File: config.mk
export PLATFORM = sky130hd
export DESIGN_NAME = inst_fetch_ctrl
export DESIGN_NICKNAME = d
export VERILOG_FILES = /design/src/rtl/cpu_defines.sv /design/src/rtl/fetch_fifo.sv /design/src/rtl/inst_fetch_ctrl.sv
export SDC_FILE = /design/constraint.sdc
export NUM_CORES = 1
export LEC_CHECK = 0
export ABC_AREA = 1
export CAP_MARGIN = 20
export CORE_UTILIZATION = 49
export CTS_CLUSTER_DIAMETER = 30
export DETAILED_ROUTE_END_ITERATION = 8
export PLACE_DENSITY = 0.8
export SYNTH_ARGS = -nofsm -noshare
export SYNTH_HDL_FRONTEND = slang
export SYNTH_SLANG_ARGS = --single-unit
export TNS_END_PERCENT = 50
File: constraint.sdc
create_clock -name clk -period 6.9 [get_ports clk]
set_input_delay 0.69 -clock clk [delete_from_list [all_inputs] [get_ports clk]]
set_output_delay 0.69 -clock clk [all_outputs]
set_load 0.005 [all_outputs]
File: src/rtl/cpu_defines.sv
// cpu_defines: shared fetch constants, FSM state encoding and fetch buffer entry layout.
package cpu_defines;
   localparam int INST_ADDR_W = 32;
   localparam logic [INST_ADDR_W-1:0] DEFAULT_RESET_PC = 32'h0000_0000;
   localparam logic [31:0] NOP_INST = 32'h0000_0000;
   typedef enum logic [1:0] {
      BOOT = 2'd0,
      RUN  = 2'd1,
      HOLD = 2'd2
   } fetch_state_e;
   typedef struct packed {
      logic [INST_ADDR_W-1:0] pc;
      logic [31:0]            inst;
   } fetch_entry_t;
endpackage

File: src/rtl/fetch_fifo.sv
// fetch_fifo: small synchronous FIFO of {pc, inst} entries with push, pop and clear.
module fetch_fifo
   import cpu_defines::*;
#(
   parameter int DEPTH = 2
) (
   input  logic                     clk,
   input  logic                     rst,
   input  logic                     clear_i,
   input  logic                     push_i,
   input  logic                     pop_i,
   input  fetch_entry_t             din_i,
   output logic [$clog2(DEPTH):0]   count_o,
   output logic                     empty_o,
   output fetch_entry_t             head_o
);
   localparam int AW = $clog2(DEPTH);
   localparam int CW = AW + 1;
   fetch_entry_t mem_q [DEPTH];
   logic [AW-1:0] rd_q, wr_q;
   logic [CW-1:0] count_q;
   // Depth is a power of two, so the pointers wrap on their own.
   always_ff @(posedge clk or posedge rst) begin
      if (rst) begin
         rd_q    <= '0;
         wr_q    <= '0;
         count_q <= '0;
      end else if (clear_i) begin
         rd_q    <= '0;
         wr_q    <= '0;
         count_q <= '0;
      end else begin
         if (push_i) wr_q <= wr_q + AW'(1);
         if (pop_i) rd_q <= rd_q + AW'(1);
         count_q <= count_q + CW'(push_i) - CW'(pop_i);
      end
   end
   always_ff @(posedge clk) begin
      if (push_i && !clear_i) mem_q[wr_q] <= din_i;
   end
   assign count_o = count_q;
   assign empty_o = (count_q == '0);
   assign head_o  = mem_q[rd_q];
endmodule

File: src/rtl/inst_fetch_ctrl.sv
// inst_fetch_ctrl: owns the PC, sequences the combinational instruction ROM and
// buffers fetched words for decode, handling stall, flush and branch redirect.
module inst_fetch_ctrl
   import cpu_defines::*;
#(
   parameter logic [INST_ADDR_W-1:0] RESET_PC   = DEFAULT_RESET_PC,
   parameter int                     FIFO_DEPTH = 2
) (
   input  logic                   clk,
   input  logic                   rst,
   input  logic                   stall_i,
   input  logic                   flush_i,
   input  logic                   branch_flag_i,
   input  logic [INST_ADDR_W-1:0] branch_target_i,
   input  logic [INST_ADDR_W-1:0] flush_pc_i,
   output logic                   rom_ce_o,
   output logic [INST_ADDR_W-1:0] rom_addr_o,
   input  logic [31:0]            rom_inst_i,
   output logic                   id_valid_o,
   output logic [INST_ADDR_W-1:0] id_pc_o,
   output logic [31:0]            id_inst_o,
   input  logic                   id_ready_i
);
   localparam int CW = $clog2(FIFO_DEPTH) + 1;
   localparam logic [INST_ADDR_W-1:0] WORD_MASK = ~INST_ADDR_W'(3);
   fetch_state_e state_q, state_d;
   logic ce_q, ce_d;
   logic [INST_ADDR_W-1:0] pc_q, pc_d;
   logic [CW-1:0] count, post_count;
   logic empty, push, pop, clear;
   fetch_entry_t head;
   // A redirect drops whatever the ROM returns this cycle.
   assign clear      = flush_i | branch_flag_i;
   assign push       = (state_q == RUN) & ~clear;
   assign pop        = id_valid_o & id_ready_i;
   assign post_count = count + CW'(push) - CW'(pop);
   always_comb begin
      state_d = state_q;
      pc_d    = pc_q;
      if (flush_i) begin
         state_d = BOOT;
         pc_d    = flush_pc_i & WORD_MASK;
      end else if (branch_flag_i) begin
         state_d = RUN;
         pc_d    = branch_target_i & WORD_MASK;
      end else begin
         case (state_q)
            BOOT: state_d = RUN;
            RUN: begin
               pc_d    = pc_q + INST_ADDR_W'(4);
               state_d = (stall_i || post_count == CW'(FIFO_DEPTH)) ? HOLD : RUN;
            end
            HOLD: state_d = (!stall_i && post_count < CW'(FIFO_DEPTH)) ? RUN : HOLD;
            default: state_d = BOOT;
         endcase
      end
      ce_d = (state_d == RUN);
   end
   always_ff @(posedge clk or posedge rst) begin
      if (rst) begin
         state_q <= BOOT;
         ce_q    <= 1'b0;
         pc_q    <= RESET_PC;
      end else begin
         state_q <= state_d;
         ce_q    <= ce_d;
         pc_q    <= pc_d;
      end
   end
   fetch_fifo #(
      .DEPTH (FIFO_DEPTH)
   ) u_fifo (
      .clk     (clk),
      .rst     (rst),
      .clear_i (clear),
      .push_i  (push),
      .pop_i   (pop),
      .din_i   ('{pc: pc_q, inst: rom_inst_i}),
      .count_o (count),
      .empty_o (empty),
      .head_o  (head)
   );
   assign rom_ce_o   = ce_q;
   assign rom_addr_o = pc_q;
   assign id_valid_o = ~empty;
   assign id_pc_o    = empty ? '0 : head.pc;
   assign id_inst_o  = empty ? NOP_INST : head.inst;
endmodule

== Yosys cells after proc, flatten, opt, wreduce, memory -nomap -nowiden ==
Memories as Yosys holds them, arrays and structs flattened.
Index checks and enable logic that the tools add are counted.

* Add/subtract/negate cells: 5
* $lt $le $gt $ge: 1
* Equal/unequal tests: 4
* Muxes and demuxes: 17
* Bitwise logic cells: 5
* Reduce and logical (&&, ||, !) cells: 10

{| class="wikitable"
|+ Operators by type and width
! operator !! number
|-
| 2-to-1 mux 32 bit || 5
|-
| adder 32 x 3 -> 32 bit, second input constant || 1
|-
| 2-to-1 mux 2 bit || 5
|-
| 2-to-1 mux 1 bit || 6
|-
| one-hot mux 2 bit (3 select lines) || 1
|-
| equality test 2 x 1 -> 1 bit, second input constant || 2
|-
| equality test 2 bit, second input constant || 2
|-
| zero test 2 bit || 2
|-
| nonzero test 2 bit || 2
|-
| nonzero test 3 bit || 1
|-
| adder 1 bit, second input constant || 2
|-
| adder 2 x 1 -> 2 bit || 1
|-
| bitwise AND 1 bit || 2
|-
| logical AND 1 bit || 2
|-
| zero test 1 bit || 2
|-
| less-than comparator 2 bit, second input constant || 1
|-
| NOT 1 bit || 2
|-
| subtractor 2 x 1 -> 2 bit || 1
|-
| logical OR 1 bit || 1
|-
| OR 1 bit || 1
|}

* Bits in registers: 39
* RAM bits: 128
* Output and inout port bits: 98
* Logic and storage cells: 49
* Memories: 1

{| class="wikitable"
|+ Memory list
! name !! words !! bits a word !! read ports !! clocked after Yosys merged registers in !! wr ports !! line !! RTL
|-
| u_fifo.mem_q || 2 || 64 || 1 || 0 || 1 || fetch_fifo.sv:19 || <nowiki>fetch_entry_t mem_q [DEPTH];</nowiki>
|}

== Depth between registers and ports, before layout ==
Gate-level depths: netlist of the first run.

* Depth in word-level cells: 12
* Gate-level depth with buffers: 13

== Hierarchy ==
A second synthesis of the first run with hierarchy kept.

* Cell total of the unflattened synthesis: 824
* Area total of the unflattened synthesis: 8374.3 um^2

{| class="wikitable"
|+ Modules (own cells, without submodules)
! module !! instances !! cells an instance !! area an instance (um^2) !! seq. area each (um^2)
|-
| fetch_fifo || 1 || 228 || 4993.5 || 3943.8
|-
| inst_fetch_ctrl || 1 || 596 || 3380.7 || 825.8
|}

== Least setup slack after synthesis of the first run ==
No wires, ideal clock.

* Path kind: input to register
* Start: input flush_i
* End: memory u_fifo.mem_q[1][0] (netlist bit) (enable)
* Arrival: 5.571 ns
* Data required time: 6.342 ns
* Path slack: 0.771 ns
* Stages on the path: 5
* Cell sequence: buf_2 nor2_1 inv_2 clkbuf_1 nor3_1

* Word-level cells in the longest chain between the ends: 6
* Elaborated cells on any way between the ends: 7
* Those cells by class: mux: 2; bitwise: 3; reduce/logical: 2

{| class="wikitable"
|+ RTL lines
! element !! line !! RTL
|-
| start, declared || inst_fetch_ctrl.sv:12 || <nowiki>input logic flush_i,</nowiki>
|-
| OR 1 bit * || inst_fetch_ctrl.sv:33 || <nowiki>assign clear = flush_i | branch_flag_i;</nowiki>
|-
| NOT 1 bit || inst_fetch_ctrl.sv:34 || <nowiki>assign push = (state_q == RUN) & ~clear;</nowiki>
|-
| bitwise AND 1 bit || inst_fetch_ctrl.sv:34 ||
|-
| logical AND 1 bit * || fetch_fifo.sv:39 || <nowiki>if (push_i && !clear_i) mem_q[wr_q] <= din_i;</nowiki>
|-
| 2-to-1 mux 1 bit * || fetch_fifo.sv:39 ||
|-
| 2-to-1 mux 1 bit (implied by the code) * || fetch_fifo.sv:39 ||
|-
| end, declared || fetch_fifo.sv:19 ||
|}

Every way passes the cells marked *; elsewhere a longest branch is shown, timed or not.

== Final worst setup path of the first run ==
* Start: register u_fifo.rd_q
* End: output id_pc_o[23]

* Word-level cells in the longest chain between the ends: 2

{| class="wikitable"
|+ RTL lines
! element !! line !! RTL
|-
| start, declared || fetch_fifo.sv:20 || <nowiki>logic [AW-1:0] rd_q, wr_q;</nowiki>
|-
| start signal, assigned || fetch_fifo.sv:34 || <nowiki>if (pop_i) rd_q <= rd_q + AW'(1);</nowiki>
|-
| memory read (2 x 64 bit) || -- ||
|-
| 2-to-1 mux 32 bit || inst_fetch_ctrl.sv:86 || <nowiki>assign id_pc_o = empty ? '0 : head.pc;</nowiki>
|-
| end, declared || inst_fetch_ctrl.sv:20 || <nowiki>output logic [INST_ADDR_W-1:0] id_pc_o,</nowiki>
|}

No other way between the ends.

==> parameters.txt, run 1 <==
Parameter                              Value

Run status
  Result of the run ... finished, final reports clean

Clock tree
  Clock tree root buffer cell ... clkbuf_16
  CTS H-tree lvls ... 4
  Clock tree from TritonCTS ... built
  Clock slew at reported path FFs ... 0.06 ns
  Insertion delay to the later sink of the worst-skew pair ... 0.42 ns
  Clock buffer count from CTS ... 17
  Clk sinks ... between 150 and 200
  Number of buffers between clock root and the deepest sink ... 2
  Post-CTS setup-driven buffer insertion count ... 0
  Resized Gates After CTS ... 0
  CTS Hold Bufs ... 0

Worst setup path
  Kind of end point of the critical path ... output pin
  FF-to-FF path depth ... 5
  Required time of the worst setup path ... 6.21 ns
  Kind of launch point of the worst setup path ... flop
  Arrival time of the worst setup path ... about 2.6 ns
  Cell type of the slowest stage on the worst timing path ... clkdlybuf4s50_1
  Worst R2R End ... u_fifo.mem_q[1][55]
  Ordered cell list for the critical path ... buf_4 > inv_2 > buf_12 > nand2_1 > a21oi_1 > clkdlybuf4s50_1
  Startpoint-to-endpoint class of the critical path ... reg2out
  Crit Reg-Reg Startpoint ... state_q[1]
  Buf/Inv on CP ... 4
  Cell family with the largest share of critical-path delay ... buffers and inverters
  Minimum setup slack among reg-to-reg paths ... roughly 4.7 ns
  Largest stage delay on the critical path ... 0.54 ns
  Top fanout value on the critical path ... between 60 and 70

Worst hold path
  Worst Hold Endpoint ... u_fifo.wr_q
  Start point of the worst hold path ... u_fifo.wr_q
  Hold/Removal Path Class ... reg2reg
  WHS Path Cells ... 2

GRT
  Largest net degree at the start of global routing ... 65
  Antenna violations before repair ... 0
  Gr ovfl total ... 0
  Global Route Usage Sum ... about a quarter
  Via count of the first global-routing pass ... approximately 6000
  First-pass GRT wire length ... a little under 30000 µm

Floorplanning
  Die H ... between 100 and 150 µm
  Full die area ... 0.0161 mm²
  Core box area ... 0.0153 mm²
  Number of placed I/O pins ... 200
  Std cell rows ... 45
  Effective utilization at floorplan ... between 50% and 60%
  Die X-Extent ... about 130 µm

Power
  Cell area power density ... 231 mW/mm²
  Worst supply voltage drop on vdd ... 182 µV
  Overall power consumption ... ~2.4 mW
  Leakage power ... around 4.1 nW

Timing
  Slack of the critical path ... roughly 3.6 ns
  Unrepaired setup endpoints after global routing ... no
  Final hold violation count ... 0
  Tcrit/Tclk final ... around 48%
  Finish-stage setup viols ... 0
  Sum of negative setup slack ... 0 ns
  Peak Freq ... 304 MHz
  Minimum period implied by the final worst setup slack ... 3.29 ns
  Max Transition Viols Final ... 0
  Final worst clock skew ... a little under 0.009 ns
  Worst Max-Slew Pin Slew ... 1.02 ns
  Headroom to the max-slew limit ... between 30 and 40%

Cells and area
  Share of final-layout standard cells stronger than drive strength 1 ... around 6.7%
  Total inserted antenna cells ... 0
  Layout-stage area growth over the synthesis result ... 34.7%
  Final std cells w/o fill ... 1232
  Final layout net count ... 1114
  Final cell utilization of the core ... 67.6%

Routing
  DRC violations left ... 0
  Drt via density ... a little over 5
  Wire length per cell after detailed routing ... about 15 µm
  First-pass detailed-route iteration total ... 5
  Count of nets left with antenna violations after detail routing ... 0
  Via count ... between 6000 and 7000
  Final WL ... ~19000 µm
  Drt initial violations ... 512

Synthesis
  Share of synthesized flip-flops with an asynchronous set or reset ... a little under a quarter
  Fraction of the yosys area taken by sequential cells ... 60.7%
  Post-synthesis cell type with the largest combined area ... edfxtp_1
  Count of different cell masters after synthesis ... 33
  Gate count after technology mapping ... a little over 800
  Number of enable flip-flop cells after synthesis ... 124
  Area share of the largest cell type after synthesis ... 48.6%
  Leading cell type by number of instances after synthesis ... nand2_1
  Cell Area, Synth ... around 0.0077 mm²
  Biggest area contributors in the synthesized netlist ... edfxtp_1 49%, nand2_1 14%, dfrtp_1 12%
  Most used standard cells in the synthesized netlist ... 289 x nand2_1, 124 x edfxtp_1, 101 x a21oi_1, 83 x nor2_1, 44 x inv_1
  Top FF cell, synth ... edfxtp_1
  Number of warnings reported in the yosys synthesis log ... 0
  Synthesized area per cell ... 9.23 µm²
  Register bit count reported by yosys ... around 160

Job
  Maximum Capacitance Violations ... 0

Placed design
  HPWL after DPL ... between 10000 and 15000 µm
  Worst setup slack after placement ... between 2 and 3 ns
  Buffers added on ports ... roughly 190
  Number of placed instances with taps included ... 1199
  Global placer's final weighted congestion ... roughly 0.9
[flip-flops by register name (all words and copies together) (netlist names)]
register,count
u_fifo.wr_q,1
state_q,2
u_fifo.mem_q,124
rom_addr_o,30
rom_ce_o,1
u_fifo.rd_q,1
u_fifo.count_o,2
[routing by layer]
layer | track usage [%] | vias to the layer above | part of all wire (%)
met3 | 5.03 | 28 | 7.8
met5 | 0 | - | 0
met1 | 30.7 | 2927 | 42
met2 | 39.7 | 276 | 48
li1 | - | 3095 | -
met4 | 10.1 | 0 | 2.0
[report_power, final]
group | leakage (nW) | internal, mW | switching [mW]
Combinational | 2.24 | 0.156 | 0.150
Clock | 0.273 | 0.564 | 0.358
Sequential | 1.56 | 1.10 | 0.0635
Total | 4.07 | 1.82 | 0.572
[logic make-up (layout without fill, tap and decap cells)]
| logic type | count (synthesis) | after routing | synth area share, % |
|---|---|---|---|
| DFF | 161 | 161 | 60.7 |
| and+or+nand+nor | 429 | 429 | 23.4 |
| other | 1 | 4 | 0.0489 |
| xor gates and xnor gates | 8 | 8 | 1.01 |
| AOI/OAI and AO/OA | 137 | 137 | 9.41 |
| adders and majority gates | 3 | 3 | 0.490 |
| buffers and inverters | 91 | 279 | 4.95 |
[how the worst max path moves through the flow]
stage,start,endpoint,slack [ns],cells past startpoint
finish,u_fifo.rd_q,id_pc_o[23],3.61,6
global route,u_fifo.rd_q,id_pc_o[12],3.42,6
CTS,u_fifo.rd_q,id_pc_o[23],3.20,5
detailed placement,branch_flag_i,u_fifo.mem_q[1][58],2.90,5
global placement,branch_flag_i,u_fifo.mem_q[1][56],2.94,5
floorplan,flush_i,u_fifo.mem_q[1][0],0.77,5
[worst register-to-register path, stage by stage (launching register included)]
cell     delay [ns]
dfrtp_1        0.39
nor2_1         0.27
inv_1          0.11
nor3_2         0.24
buf_6          0.22
buf_4          0.55
[per-stage QoR]
step                      hold slack [ns]  instance area [µm²]
final                               0.558                10300
after global routing                0.605                10300
after CTS                           0.550                10300
after detailed placement            0.538                 9710
after floorplan                     0.498                 7670
after global placement              0.524                 9710
[area by class of cell]
class	instances	area [µm²]
clock buffers	20	437
well taps	211	264
fillers	1205	4940
multi-input cells	581	2660
inverters	49	184
repair buffers	199	1990
flip-flops and latches	161	4650
clock inverters	11	140
[cell usage in the layout, fill, tap and decap left out, types with 2 or more instances in the layout]
cell | netlist | routed
clkbuf_1 | 16 | 3
clkinv_2 | 0 | 3
o22ai_1 | 2 | 2
nand2_2 | 6 | 6
o21bai_1 | 2 | 2
nand2_1 | 289 | 289
conb_1 | 1 | 4
a21oi_1 | 101 | 101
o21ai_1 | 3 | 3
a22oi_1 | 6 | 6
dfrtp_1 | 37 | 36
inv_2 | 4 | 5
ha_1 | 3 | 3
nor2_4 | 5 | 6
edfxtp_1 | 124 | 124
nand3_1 | 32 | 32
nand2_4 | 3 | 3
nor3_1 | 3 | 2
clkinv_1 | 1 | 2
clkinvlp_4 | 0 | 3
a21oi_2 | 2 | 2
nor2_2 | 4 | 4
bufinv_16 | 0 | 3
nor2_1 | 83 | 82
a31oi_1 | 2 | 2
nor2_8 | 3 | 3
o21ai_0 | 18 | 18
clkbuf_16 | 0 | 17
xor2_1 | 3 | 3
clkdlybuf4s50_1 | 0 | 191
buf_4 | 6 | 6
xnor2_1 | 4 | 4
inv_1 | 44 | 43
Power figures use the tool's default switching activity.
==> inputs of run 2 (changes only) <==
Settings changed: CORE_UTILIZATION 49 to 44, PLACE_DENSITY 0.8 to 0.76.
Clock period 6.9 ns to 2.6 ns, I/O delays scaled along.
==> run 2 against run 1 <==
First-iteration DRC count shrank 24%. Cell count up 1.5%. Largest cell class unchanged. Highest routed layer unchanged. Non-clock buffer count rose by 9.
==> parameters.txt, run 2 (synthesis gave the netlist of run 1 again) <==
Parameter                              Value

Worst setup path
  Ordered cell list for the critical path ... inv_2 > buf_4 > nand2_1 > a21oi_1 > clkdlybuf4s50_1
  Cell family with the largest share of critical-path delay ... buffers and inverters
  Required time of the worst setup path ... 2.34 ns
  Kind of end point of the critical path ... output pin
  Buf/Inv on CP ... 3
  Startpoint-to-endpoint class of the critical path ... reg2out
  Top fanout value on the critical path ... 36
  Largest stage delay on the critical path ... ~0.52 ns
  Cell type of the slowest stage on the worst timing path ... dfrtp_2
  Kind of launch point of the worst setup path ... flop
  Arrival time of the worst setup path ... approximately 2.2 ns

Run status
  Result of the run ... finished, final reports clean

Clock tree
  Post-CTS setup-driven buffer insertion count ... 0
  Clk sinks ... around 160
  Clock slew at reported path FFs ... roughly 0.060 ns
  Clock tree from TritonCTS ... built
  CTS H-tree lvls ... 4
  Resized Gates After CTS ... 0
  CTS Hold Bufs ... 0
  Number of buffers between clock root and the deepest sink ... 2
  Clock buffer count from CTS ... 17
  Clock tree root buffer cell ... clkbuf_16
  Insertion delay to the later sink of the worst-skew pair ... roughly 0.43 ns

Routing
  First-pass detailed-route iteration total ... 8
  DRC violations left ... 0
  Via count ... 6307
  Drt initial violations ... between 300 and 400
  Drt via density ... around 5.0
  Count of nets left with antenna violations after detail routing ... 0
  Final WL ... approximately 20000 µm
  Wire length per cell after detailed routing ... roughly 16 µm

Cells and area
  Layout-stage area growth over the synthesis result ... 36.4%
  Fill cell total of the finished layout ... roughly 1400
  Most frequent standard cell in the layout excluding fill and tap cells ... nand2_1
  Total inserted antenna cells ... 0
  Leading cell types in the layout, fill and taps excluded ... 289 x nand2_1, 191 x clkdlybuf4s50_1, 124 x edfxtp_1, 101 x a21oi_1, 80 x nor2_1
  Share of final-layout standard cells stronger than drive strength 1 ... 7.76%
  Max FFs per register ... ~120
  Top reg by flops ... u_fifo.mem_q
  Final layout net count ... around 1100

Placed design
  Buffers added on ports ... around 190
  HPWL after DPL ... about 13000 µm
  Global placer's final weighted congestion ... 0.901
  Worst setup slack after placement ... 0.492 ns

Timing
  Worst Max-Slew Pin Slew ... 0.514 ns
  Minimum period implied by the final worst setup slack ... between 2 and 2.5 ns
  Slack of the critical path ... roughly 0.15 ns
  Finish-stage setup viols ... 0
  Sum of negative setup slack ... 0 ns
  Tcrit/Tclk final ... between 90% and 100%
  Peak Freq ... a little over 400 MHz
  Unrepaired setup endpoints after global routing ... no
  Final hold violation count ... 0
  Headroom to the max-slew limit ... roughly 66%
  Max Transition Viols Final ... 0
  Final worst clock skew ... ~0.0090 ns

Power
  Switching part of the total power ... 24.8%
  Internal Pwr Total ... around 4.7 mW
  Cell area power density ... roughly 600 mW/mm²
  Leakage power ... slightly above 4 nW
  Proportion of power drawn by flip-flops and latches ... between 40% and 50%
  Worst supply voltage drop on vdd ... ~470 µV
  Combinational share of power ... between 10% and 20%
  Clock network fraction of design power ... a little under two fifths
  Switching power of the nets ... about 1.6 mW

Floorplanning
  Std cell rows ... between 40 and 50
  Number of placed I/O pins ... 200
  Effective utilization at floorplan ... 45.6%
  Core box area ... between 0.015 and 0.02 mm²
  Full die area ... around 0.018 mm²
  Die H ... between 100 and 150 µm
  Die X-Extent ... 134 µm

GRT
  Global Route Usage Sum ... 22.6%
  Antenna violations before repair ... 0
  Via count of the first global-routing pass ... roughly 6000
  Gr ovfl total ... 0
  Largest net degree at the start of global routing ... 63
  First-pass GRT wire length ... just over 30000 µm

Worst hold path
  Hold/Removal Path Class ... in2async

Job
  Maximum Capacitance Violations ... 0
run 2: cell count changes in the layout (fill, tap and decap cells not counted), sizes merged:
cell      previous run  this run
bufinv               3         2
clkinv               6         7
buf                  8        17
clkbuf              20        18
clkinvlp             3         6
run 2: per-stage QoR:
| step | power [mW] | cells | utilization, % | hold WS, ns | cell area (µm²) |
|---|---|---|---|---|---|
| final | 6.31 | 1251 | 62.1 | 0.261 | 10500 |
| after global routing | 6.56 | 1251 | 62.1 | 0.305 | 10500 |
| after CTS | 6.35 | 1251 | 62.1 | 0.263 | 10500 |
| after detailed placement | 3.97 | 1219 | 58.7 | 0.550 | 9880 |
| after global placement | 3.94 | 1219 | 58.7 | 0.553 | 9880 |
| after floorplan | 3.47 | 833 | - | 0.359 | 7720 |
run 2: final cells by class:
| cell class | count | area (µm²) | area share (%) |
|---|---|---|---|
| Sequential cell | 161 | 4650 | 44.5 |
| Timing Repair Buffer | 208 | 2090 | 20.0 |
| Clock inverter | 14 | 143 | 1.36 |
| Multi-Input combinational cell | 581 | 2680 | 25.6 |
| Tap cell | 220 | 275 | 2.63 |
| Inverter | 49 | 184 | 1.76 |
| Clock buffer | 18 | 429 | 4.11 |
run 2: worst min-delay path, stage by stage:
cell	delay, ns
clkdlybuf4s50_1	0.39
inv_1	0.05
buf_4	0.44
run 2: path summary, 6_finish.rpt:
kind	from	slack (ns)	cells past startpoint	to
setup / recovery	u_fifo.rd_q	0.15	5	id_inst_o[6]
hold / removal	rst	0.26	3	rom_addr_o[19]
setup reg to reg	u_fifo.count_o[1]	0.56	12	rom_ce_o
hold reg to reg	u_fifo.wr_q	0.56	2	u_fifo.wr_q
max in group asynchronous	rst	1.96	3	u_fifo.rd_q
min in group clk	rom_inst_i[16]	0.41	1	u_fifo.mem_q[0][16]
run 2: metal layers:
metal / global-route usage [%] / up-vias / wire length, µm
li1: - / 3124 / -
met2: 36.3 / 283 / 9260
met5: 0 / - / 0
met1: 29.8 / 2870 / 8200
met3: 5.97 / 30 / 1710
met4: 7.45 / 0 / 360
run 2: power by group through the flow:
stage	Sequential [mW]	Clock (mW)	Combinational (mW)
4_1_cts	3.08	2.43	0.837
6_report	3.08	2.39	0.834
3_3_place_gp	3.13	0	0.817
5_1_grt	3.10	2.54	0.919
3_5_place_dp	3.13	0	0.832
2_1_floorplan	3.07	0	0.399
==> inputs of run 3 (changes only) <==
Settings changed: CTS_CLUSTER_DIAMETER 30 to 40.
==> results of run 3 <==
Final layout, timing and power as in run 2 (identical DEF).
